[config.mk]
export PLATFORM = sky130hd
export DESIGN_NAME = wm8960_ctrl_responder
export DESIGN_NICKNAME = d
export VERILOG_FILES = /design/src/rtl/wm8960_pkg.sv /design/src/rtl/wm8960_ctrl_responder_filter.sv /design/src/rtl/wm8960_ctrl_responder.sv
export SDC_FILE = /design/constraint.sdc
export NUM_CORES = 1
export LEC_CHECK = 0
export CELL_PAD_IN_SITES_DETAIL_PLACEMENT = 1
export CELL_PAD_IN_SITES_GLOBAL_PLACEMENT = 1
export CORE_MARGIN = 10
export CORE_UTILIZATION = 35
export DETAILED_ROUTE_END_ITERATION = 10
export PLACE_DENSITY = 0.62
export SETUP_SLACK_MARGIN = 0.5
export SYNTH_ARGS = -nofsm -noshare
export SYNTH_HDL_FRONTEND = slang
export SYNTH_SLANG_ARGS = --single-unit
[constraint.sdc]
create_clock -name clk -period 2.7 [get_ports clk]
set_input_delay 0.54 -clock clk [delete_from_list [all_inputs] [get_ports clk]]
set_output_delay 0.54 -clock clk [all_outputs]
set_load 0.01 [all_outputs]
[src/rtl/wm8960_pkg.sv]
// Shared constants, FSM state type and small helpers for the WM8960 control-port responder.
package wm8960_pkg;

  localparam logic [7:0] WM8960_DEV_ADDR  = 8'h34;
  localparam logic [6:0] WM8960_REG_RESET = 7'h0F;
  localparam int         WM8960_REG_NUM   = 56;

  typedef enum logic [3:0] {
    ST_IDLE      = 4'd0,
    ST_DEV       = 4'd1,
    ST_ACK_D     = 4'd2,
    ST_BYTE1     = 4'd3,
    ST_ACK_1     = 4'd4,
    ST_BYTE2     = 4'd5,
    ST_ACK_2     = 4'd6,
    ST_WAIT_STOP = 4'd7,
    ST_IGNORE    = 4'd8
  } wm8960_state_e;

  // 9-bit register data: bit 8 travels as the LSB of the first byte.
  function automatic logic [8:0] frame_data(input logic [7:0] byte1, input logic [7:0] byte2);
    return {byte1[0], byte2};
  endfunction

  // State that follows the end of each ACK clock.
  function automatic wm8960_state_e ack_next(input wm8960_state_e s);
    case (s)
      ST_ACK_D: return ST_BYTE1;
      ST_ACK_1: return ST_BYTE2;
      ST_ACK_2: return ST_WAIT_STOP;
      default:  return ST_IDLE;
    endcase
  endfunction

endpackage

[src/rtl/wm8960_ctrl_responder_filter.sv]
// Line conditioner: 2-flop synchroniser, FILTER_LEN-sample glitch filter, edge flags.
module i2c_line_filter #(
  parameter int FILTER_LEN = 3
) (
  input  logic clk,
  input  logic reset,
  input  logic i_line,
  output logic o_level,
  output logic o_rise,
  output logic o_fall
);

  localparam int CW = (FILTER_LEN > 1) ? $clog2(FILTER_LEN) : 1;
  localparam logic [CW-1:0] LAST_CNT = CW'(FILTER_LEN - 1);

  logic          r_sync1;
  logic          r_sync2;
  logic          r_level;
  logic          r_rise;
  logic          r_fall;
  logic [CW-1:0] r_cnt;

  // Synchronise, then accept a new level only after it has been stable long enough.
  always_ff @(posedge clk) begin
    if (reset) begin
      r_sync1 <= 1'b1;
      r_sync2 <= 1'b1;
      r_level <= 1'b1;
      r_rise  <= 1'b0;
      r_fall  <= 1'b0;
      r_cnt   <= '0;
    end else begin
      r_sync1 <= i_line;
      r_sync2 <= r_sync1;
      if (r_sync2 == r_level) begin
        r_cnt  <= '0;
        r_rise <= 1'b0;
        r_fall <= 1'b0;
      end else if (r_cnt == LAST_CNT) begin
        r_cnt   <= '0;
        r_level <= r_sync2;
        r_rise  <= r_sync2;
        r_fall  <= ~r_sync2;
      end else begin
        r_cnt  <= r_cnt + {{(CW-1){1'b0}}, 1'b1};
        r_rise <= 1'b0;
        r_fall <= 1'b0;
      end
    end
  end

  assign o_level = r_level;
  assign o_rise  = r_rise;
  assign o_fall  = r_fall;

endmodule

[src/rtl/wm8960_ctrl_responder.sv]
// I2C write-only target modelling the WM8960 control port with a 9-bit shadow register file.
module wm8960_ctrl_responder
  import wm8960_pkg::*;
#(
  parameter logic [7:0] DEV_ADDR   = WM8960_DEV_ADDR,
  parameter int         REG_NUM    = WM8960_REG_NUM,
  parameter int         FILTER_LEN = 3
) (
  input  logic       clk,
  input  logic       reset,
  input  logic       scl_i,
  input  logic       sda_i,
  output logic       sda_oe,
  output logic       wr_valid,
  output logic [6:0] wr_addr,
  output logic [8:0] wr_data,
  input  logic [6:0] rd_addr,
  output logic [8:0] rd_data,
  output logic       busy
);

  localparam int         AW        = (REG_NUM > 1) ? $clog2(REG_NUM) : 1;
  localparam logic [7:0] REG_LIMIT = 8'(REG_NUM);

  logic w_scl_lvl, w_scl_rise, w_scl_fall;
  logic w_sda_lvl, w_sda_rise, w_sda_fall;

  i2c_line_filter #(.FILTER_LEN(FILTER_LEN)) u_scl_filter (
    .clk(clk), .reset(reset), .i_line(scl_i),
    .o_level(w_scl_lvl), .o_rise(w_scl_rise), .o_fall(w_scl_fall)
  );

  i2c_line_filter #(.FILTER_LEN(FILTER_LEN)) u_sda_filter (
    .clk(clk), .reset(reset), .i_line(sda_i),
    .o_level(w_sda_lvl), .o_rise(w_sda_rise), .o_fall(w_sda_fall)
  );

  wm8960_state_e r_state;
  logic [2:0]    r_bit_cnt;
  logic [7:0]    r_shift;
  logic [7:0]    r_byte1;
  logic          r_sda_oe;
  logic          r_wr_valid;
  logic [6:0]    r_wr_addr;
  logic [8:0]    r_wr_data;
  logic          r_busy;
  logic [8:0]    r_regs [REG_NUM];

  logic       w_start, w_stop, w_commit, w_in_range;
  logic [7:0] w_byte;
  logic [6:0] w_commit_addr;
  logic [8:0] w_commit_data;
  logic [8:0] w_rd_data;

  // Bus conditions and the frame commit strobe, derived from the filtered lines.
  always_comb begin
    w_start       = w_sda_fall & w_scl_lvl;
    w_stop        = w_sda_rise & w_scl_lvl;
    w_byte        = {r_shift[6:0], w_sda_lvl};
    w_commit      = (r_state == ST_BYTE2) & w_scl_rise & (r_bit_cnt == 3'd7) & ~w_start & ~w_stop;
    w_commit_addr = r_byte1[7:1];
    w_commit_data = frame_data(r_byte1, w_byte);
    w_in_range    = ({1'b0, w_commit_addr} < REG_LIMIT);
  end

  // Protocol FSM: START/STOP handling, bit shifting, ACK drive and commit outputs.
  always_ff @(posedge clk) begin
    if (reset) begin
      r_state    <= ST_IDLE;
      r_bit_cnt  <= 3'd0;
      r_shift    <= 8'd0;
      r_byte1    <= 8'd0;
      r_sda_oe   <= 1'b0;
      r_wr_valid <= 1'b0;
      r_wr_addr  <= 7'd0;
      r_wr_data  <= 9'd0;
      r_busy     <= 1'b0;
    end else begin
      r_wr_valid <= 1'b0;
      if (w_stop) begin
        r_state   <= ST_IDLE;
        r_bit_cnt <= 3'd0;
        r_sda_oe  <= 1'b0;
        r_busy    <= 1'b0;
      end else if (w_start) begin
        r_state   <= ST_DEV;
        r_bit_cnt <= 3'd0;
        r_shift   <= 8'd0;
        r_sda_oe  <= 1'b0;
        r_busy    <= 1'b1;
      end else begin
        case (r_state)
          ST_DEV: begin
            if (w_scl_rise) begin
              r_shift   <= w_byte;
              r_bit_cnt <= r_bit_cnt + 3'd1;
              if (r_bit_cnt == 3'd7) begin
                // R/W=1 also fails this compare since DEV_ADDR is the write form.
                r_state <= (w_byte == DEV_ADDR) ? ST_ACK_D : ST_IGNORE;
              end
            end
          end
          ST_BYTE1: begin
            if (w_scl_rise) begin
              r_shift   <= w_byte;
              r_bit_cnt <= r_bit_cnt + 3'd1;
              if (r_bit_cnt == 3'd7) begin
                r_byte1 <= w_byte;
                r_state <= ST_ACK_1;
              end
            end
          end
          ST_BYTE2: begin
            if (w_scl_rise) begin
              r_shift   <= w_byte;
              r_bit_cnt <= r_bit_cnt + 3'd1;
              if (w_commit) begin
                r_wr_valid <= 1'b1;
                r_wr_addr  <= w_commit_addr;
                r_wr_data  <= w_commit_data;
                r_state    <= ST_ACK_2;
              end
            end
          end
          ST_ACK_D, ST_ACK_1, ST_ACK_2: begin
            // First SCL fall starts the ACK, the next one ends it.
            if (w_scl_fall) begin
              if (!r_sda_oe) begin
                r_sda_oe <= 1'b1;
              end else begin
                r_sda_oe  <= 1'b0;
                r_bit_cnt <= 3'd0;
                r_state   <= ack_next(r_state);
              end
            end
          end
          default: begin
            r_sda_oe <= 1'b0;
          end
        endcase
      end
    end
  end

  // Shadow register file: single write port, cleared by reset or the software-reset register.
  always_ff @(posedge clk) begin
    if (reset) begin
      for (int i = 0; i < REG_NUM; i++) r_regs[i] <= 9'd0;
    end else if (w_commit && (w_commit_addr == WM8960_REG_RESET)) begin
      for (int i = 0; i < REG_NUM; i++) r_regs[i] <= 9'd0;
    end else if (w_commit && w_in_range) begin
      r_regs[w_commit_addr[AW-1:0]] <= w_commit_data;
    end
  end

  // Zero-latency debug read; addresses beyond the file read as zero.
  always_comb begin
    w_rd_data = 9'd0;
    if ({1'b0, rd_addr} < REG_LIMIT) begin
      w_rd_data = r_regs[rd_addr[AW-1:0]];
    end else begin
      w_rd_data = 9'd0;
    end
  end

  assign sda_oe   = r_sda_oe;
  assign wr_valid = r_wr_valid;
  assign wr_addr  = r_wr_addr;
  assign wr_data  = r_wr_data;
  assign rd_data  = w_rd_data;
  assign busy     = r_busy;

endmodule

==> impl_metrics.py <==
metrics = {
    "worst_setup_path": {
        "worstPathArrival_ns": 2.69,
        "required_ns": 2.16,
        "crit_path_top_delay_cell": "mux4_2",
        "start_kind": "register",
        "crit_path_end_kind": "primary output",
        "critical_path.top_delay_family": "multiplexers",
        "max_stage_delay_ns": 0.50,
        "worstPathCellList": "mux4_2, mux2_4, nand2_1, o31ai_1, or4_4, buf_6",
        "crit_type": "register to primary output",
        "path_buf_inv": 1,
        "crit_fanout": 1,
    },
    "timing": {
        "rsz0062_at_grt": "yes",
        "layout_setup_ws_ns": -0.5343,
        "fin_skew_ns": 0.02469,
        "fin_crit_sh": 1.198,
        "max_freq_mhz": 309.2,
        "drv_slew": 0,
        "hold_viol_final": 0,
        "setup_viol": 9,
        "worst_pin_slew_ns": 1.011,
        "relSlewSlack": 0.3257,
        "finalCriticalPeriod_ns": 3.234,
    },
    "finish": {
        "fillers": 7016,
        "syn2layout_area_growth_pct": 33.62,
        "final_layout_size_suffix_gt1_frac": 0.3623,
        "fin_nets": 2100,
        "fin_area_mm2": 0.03390,
    },
    "power": {
        "ir_worst_vdd_v": 0.0004373,
        "seq_power_share": 0.488,
        "p_clk_frac": 0.431,
        "power_density_mw_per_mm2": 600.1,
        "switching_power_mw": 4.537,
        "p_total_mw": 20.34,
        "p_comb_frac": 0.081,
        "internal_power_mw": 15.81,
        "p_leak_nw": 11.92,
        "p_sw_frac": 0.2230,
    },
    "logic_synthesis": {
        "synth_edf_count": 504,
        "yosysSeqAreaShare": 0.6399,
        "netlist_area_mm2": 0.02537,
        "synthCells": 1784,
        "yosys_warnings": 0,
        "synth_flop_cell": "edfxtp_1",
        "synth_seq_cells": 559,
        "syn_area_per_cell_um2": 14.22,
        "ys_types": 64,
        "async_flop_share": 0,
    },
    "place": {
        "place_area_mm2": 0.02837,
        "place_hpwl_um": 49720,
        "post-place-ws_ns": -1.036,
        "globalplace.congestion": 0.8464,
        "io_buffer_count": 38,
    },
    "floorplan": {
        "core_area_mm2": 0.07173,
        "die_area_mm2": 0.08366,
        "num_rows": 98,
        "die_w_um": 289.2,
        "ios": 39,
        "initial_core_util": 0.3537,
        "fp.dieH_um": 289.2,
    },
    "outcome": {
        "outcome": "finished with violations",
        "violations": "negative setup slack",
    },
    "clock_network": {
        "cts_tree": "built",
        "cts_buffer_depth": 3,
        "cts_hold_buf": 0,
        "cts_root_buffer": "clkbuf_16",
        "cts_buffers": 66,
        "htreeDepth": 3,
        "cts.sinks": 559,
        "insertion_delay_ns": 0.61,
        "path_clk_slew_ns": 0.06,
    },
    "grt": {
        "grt_usage": 0.1903,
        "grt_max_degree": 60,
        "grt_first_pass_wirelength_um": 117400,
        "overflow": 0,
        "grt_pass1_vias": 17170,
        "antenna_found_initial": 2,
    },
    "detailed_routing": {
        "antenna_left": 0,
        "dr_total_vias": 16680,
        "drtPass1Iterations": 5,
        "route.detailed.drc": 0,
        "wl_per_cell_um": 27.84,
        "via_per_inst": 5.411,
        "drt-total-wl_um": 85820,
        "drtIter0Drc": 1604,
    },
    "worst_hold_path": {
        "hp-class": "register to register",
    },
    "flow_run": {
        "maxCapViolations": 0,
    },
}
## timing repair
item	in CTS	in global routing
buffers inserted	68	46
setup endpoints to repair	984	843
pin swaps	64	64
hold endpoints to repair	0	0
gates resized for setup	162	208
gates cloned	17	32
## through the flow
step                hold slack [ns]    util  TNS (ns)  std cells
finish                       0.4127  0.4726    -3.699       3083
global route                 0.4404  0.4725    -4.007       3081
CTS                          0.4197  0.4477    -3.654       3003
detailed placement           0.4042  0.3955    -10.72       2804
global placement             0.3959  0.3955    -9.860       2804
floorplan                    0.3895       -         0       1792
## state kept, by name (all words and copies together) (netlist names), 2 cells and up
name,count
r_regs,504
wr_data,9
r_byte1,8
r_shift,7
wr_addr,7
r_state,4
r_bit_cnt,3
u_scl_filter.r_cnt,2
u_sda_filter.r_cnt,2
## cells in the final DEF, fill, tap and decap left out, types with 6 or more instances in the layout
master and n:
edfxtp_1 504, and2_1 446, buf_4 147, mux4_2 120, clkbuf_16 85, buf_6 69
buf_12 63, nor2_1 62, nand2_1 62, and2_4 52, o21ai_4 50, dfxtp_1 40
nand3_1 32, nor2_4 32, a21oi_1 27, clkdlybuf4s50_1 21, a22oi_2 20, mux2i_1 18
clkbuf_1 16, buf_16 15, a22oi_1 14, dfxtp_2 14, nand4_1 12, clkinv_1 12
nor3_1 9, conb_1 9, o21ai_0 7, o21ai_2 7, buf_8 7, nor2b_1 6
or3_4 6, clkinv_2 6, buf_2 6
## final cells by class
cell class              count  area, um2  area share
well taps                 950       1189     0.03506
clock buffers              87       1814     0.05352
multi-input cells        1099       9887      0.2916
clock inverters            27      259.0    0.007640
inverters                   6      26.28   0.0007750
flip-flops and latches    559      16260      0.4795
diodes                      2      5.005   0.0001476
repair buffers            353       4464      0.1317
## path summary, 6_finish.rpt
path | from | to | slack, ns | cells after the start
worst max register to register | r_bit_cnt[0]$_SDFFE_PP0P_ | r_regs[40][2]$_SDFFCE_PN0P_ | 0.15 | 10
worst min register to register | u_sda_filter.r_sync1$_SDFF_PP1_ | u_sda_filter.r_sync2$_SDFF_PP1_ | 0.41 | 1
worst min-delay path | u_sda_filter.r_sync1$_SDFF_PP1_ | u_sda_filter.r_sync2$_SDFF_PP1_ | 0.41 | 1
worst max-delay path | r_regs[16][7]$_SDFFCE_PN0P_ | rd_data[7] | -0.53 | 6
## Yosys cell counts (2+ instances only)
master | n | area share
buf_4 | 3 | 0.00089
o21ai_0 | 61 | 0.012
nor3b_1 | 3 | 0.00089
or2_2 | 4 | 0.00099
mux2_2 | 5 | 0.0022
or3b_2 | 4 | 0.0014
mux2i_1 | 18 | 0.0071
a31oi_1 | 2 | 0.00049
nand3_1 | 38 | 0.0075
nor3_1 | 11 | 0.0022
a211o_1 | 4 | 0.0014
nor4bb_1 | 5 | 0.0020
buf_2 | 30 | 0.0059
inv_1 | 6 | 0.00089
or3_1 | 11 | 0.0027
and3_1 | 5 | 0.0012
ha_1 | 4 | 0.0020
a21oi_1 | 27 | 0.0053
xnor2_1 | 2 | 0.00069
nand2_1 | 64 | 0.0095
dfxtp_1 | 55 | 0.043
buf_1 | 11 | 0.0016
or4_1 | 2 | 0.00059
nor2_4 | 2 | 0.00089
clkbuf_1 | 95 | 0.014
nor2_1 | 77 | 0.011
a211oi_1 | 2 | 0.00059
a22oi_1 | 34 | 0.010
a22o_1 | 3 | 0.0010
nor2_2 | 11 | 0.0027
edfxtp_1 | 504 | 0.60
nand4_1 | 12 | 0.0030
nor2b_1 | 8 | 0.0020
or3b_1 | 2 | 0.00069
and2_1 | 498 | 0.12
a32oi_1 | 6 | 0.0021
and2_0 | 2 | 0.00049
nand3b_1 | 5 | 0.0015
nand2b_1 | 4 | 0.00099
mux4_2 | 120 | 0.11
## worst reg2reg max path: cells and delay by family (launching register included)
kind	cells	cell delay (ns)
adders and majority gates	2	0.30
DFF	1	0.36
and+or+nand+nor	5	1.25
buffers and inverters	3	0.52
## power by group through the flow
stage          sequential, mW  combinational [mW]  clock, mW
6_report                 9.94                1.64       8.77
4_1_cts                  9.93                1.50       8.90
2_1_floorplan            10.0               0.720          0
3_3_place_gp             10.1                1.21          0
3_5_place_dp             10.1                1.22          0
5_1_grt                  9.96                1.70       9.26
## routing by layer
layer | vias up | wire length (um) | track usage
li1 | 7205 | - | -
met1 | 8810 | 35310 | 0.2513
met2 | 548 | 42830 | 0.3209
met3 | 120 | 5662 | 0.03393
met4 | 0 | 2013 | 0.04638
met5 | - | 0 | 0
## kinds of logic (layout without fill, tap and decap cells)
| kind of cell | Yosys count | after routing | share of synthesized area |
|---|---|---|---|
| other cells | 1 | 11 | 0.0001478 |
| flops | 559 | 559 | 0.6399 |
| mux | 143 | 143 | 0.1158 |
| simple gates | 778 | 785 | 0.1808 |
| fa+ha+maj | 4 | 4 | 0.001973 |
| buf+inv | 147 | 473 | 0.02402 |
| xor+xnor | 2 | 2 | 0.0006905 |
| compound gates | 150 | 156 | 0.03659 |
Power figures use the tool's default switching activity.
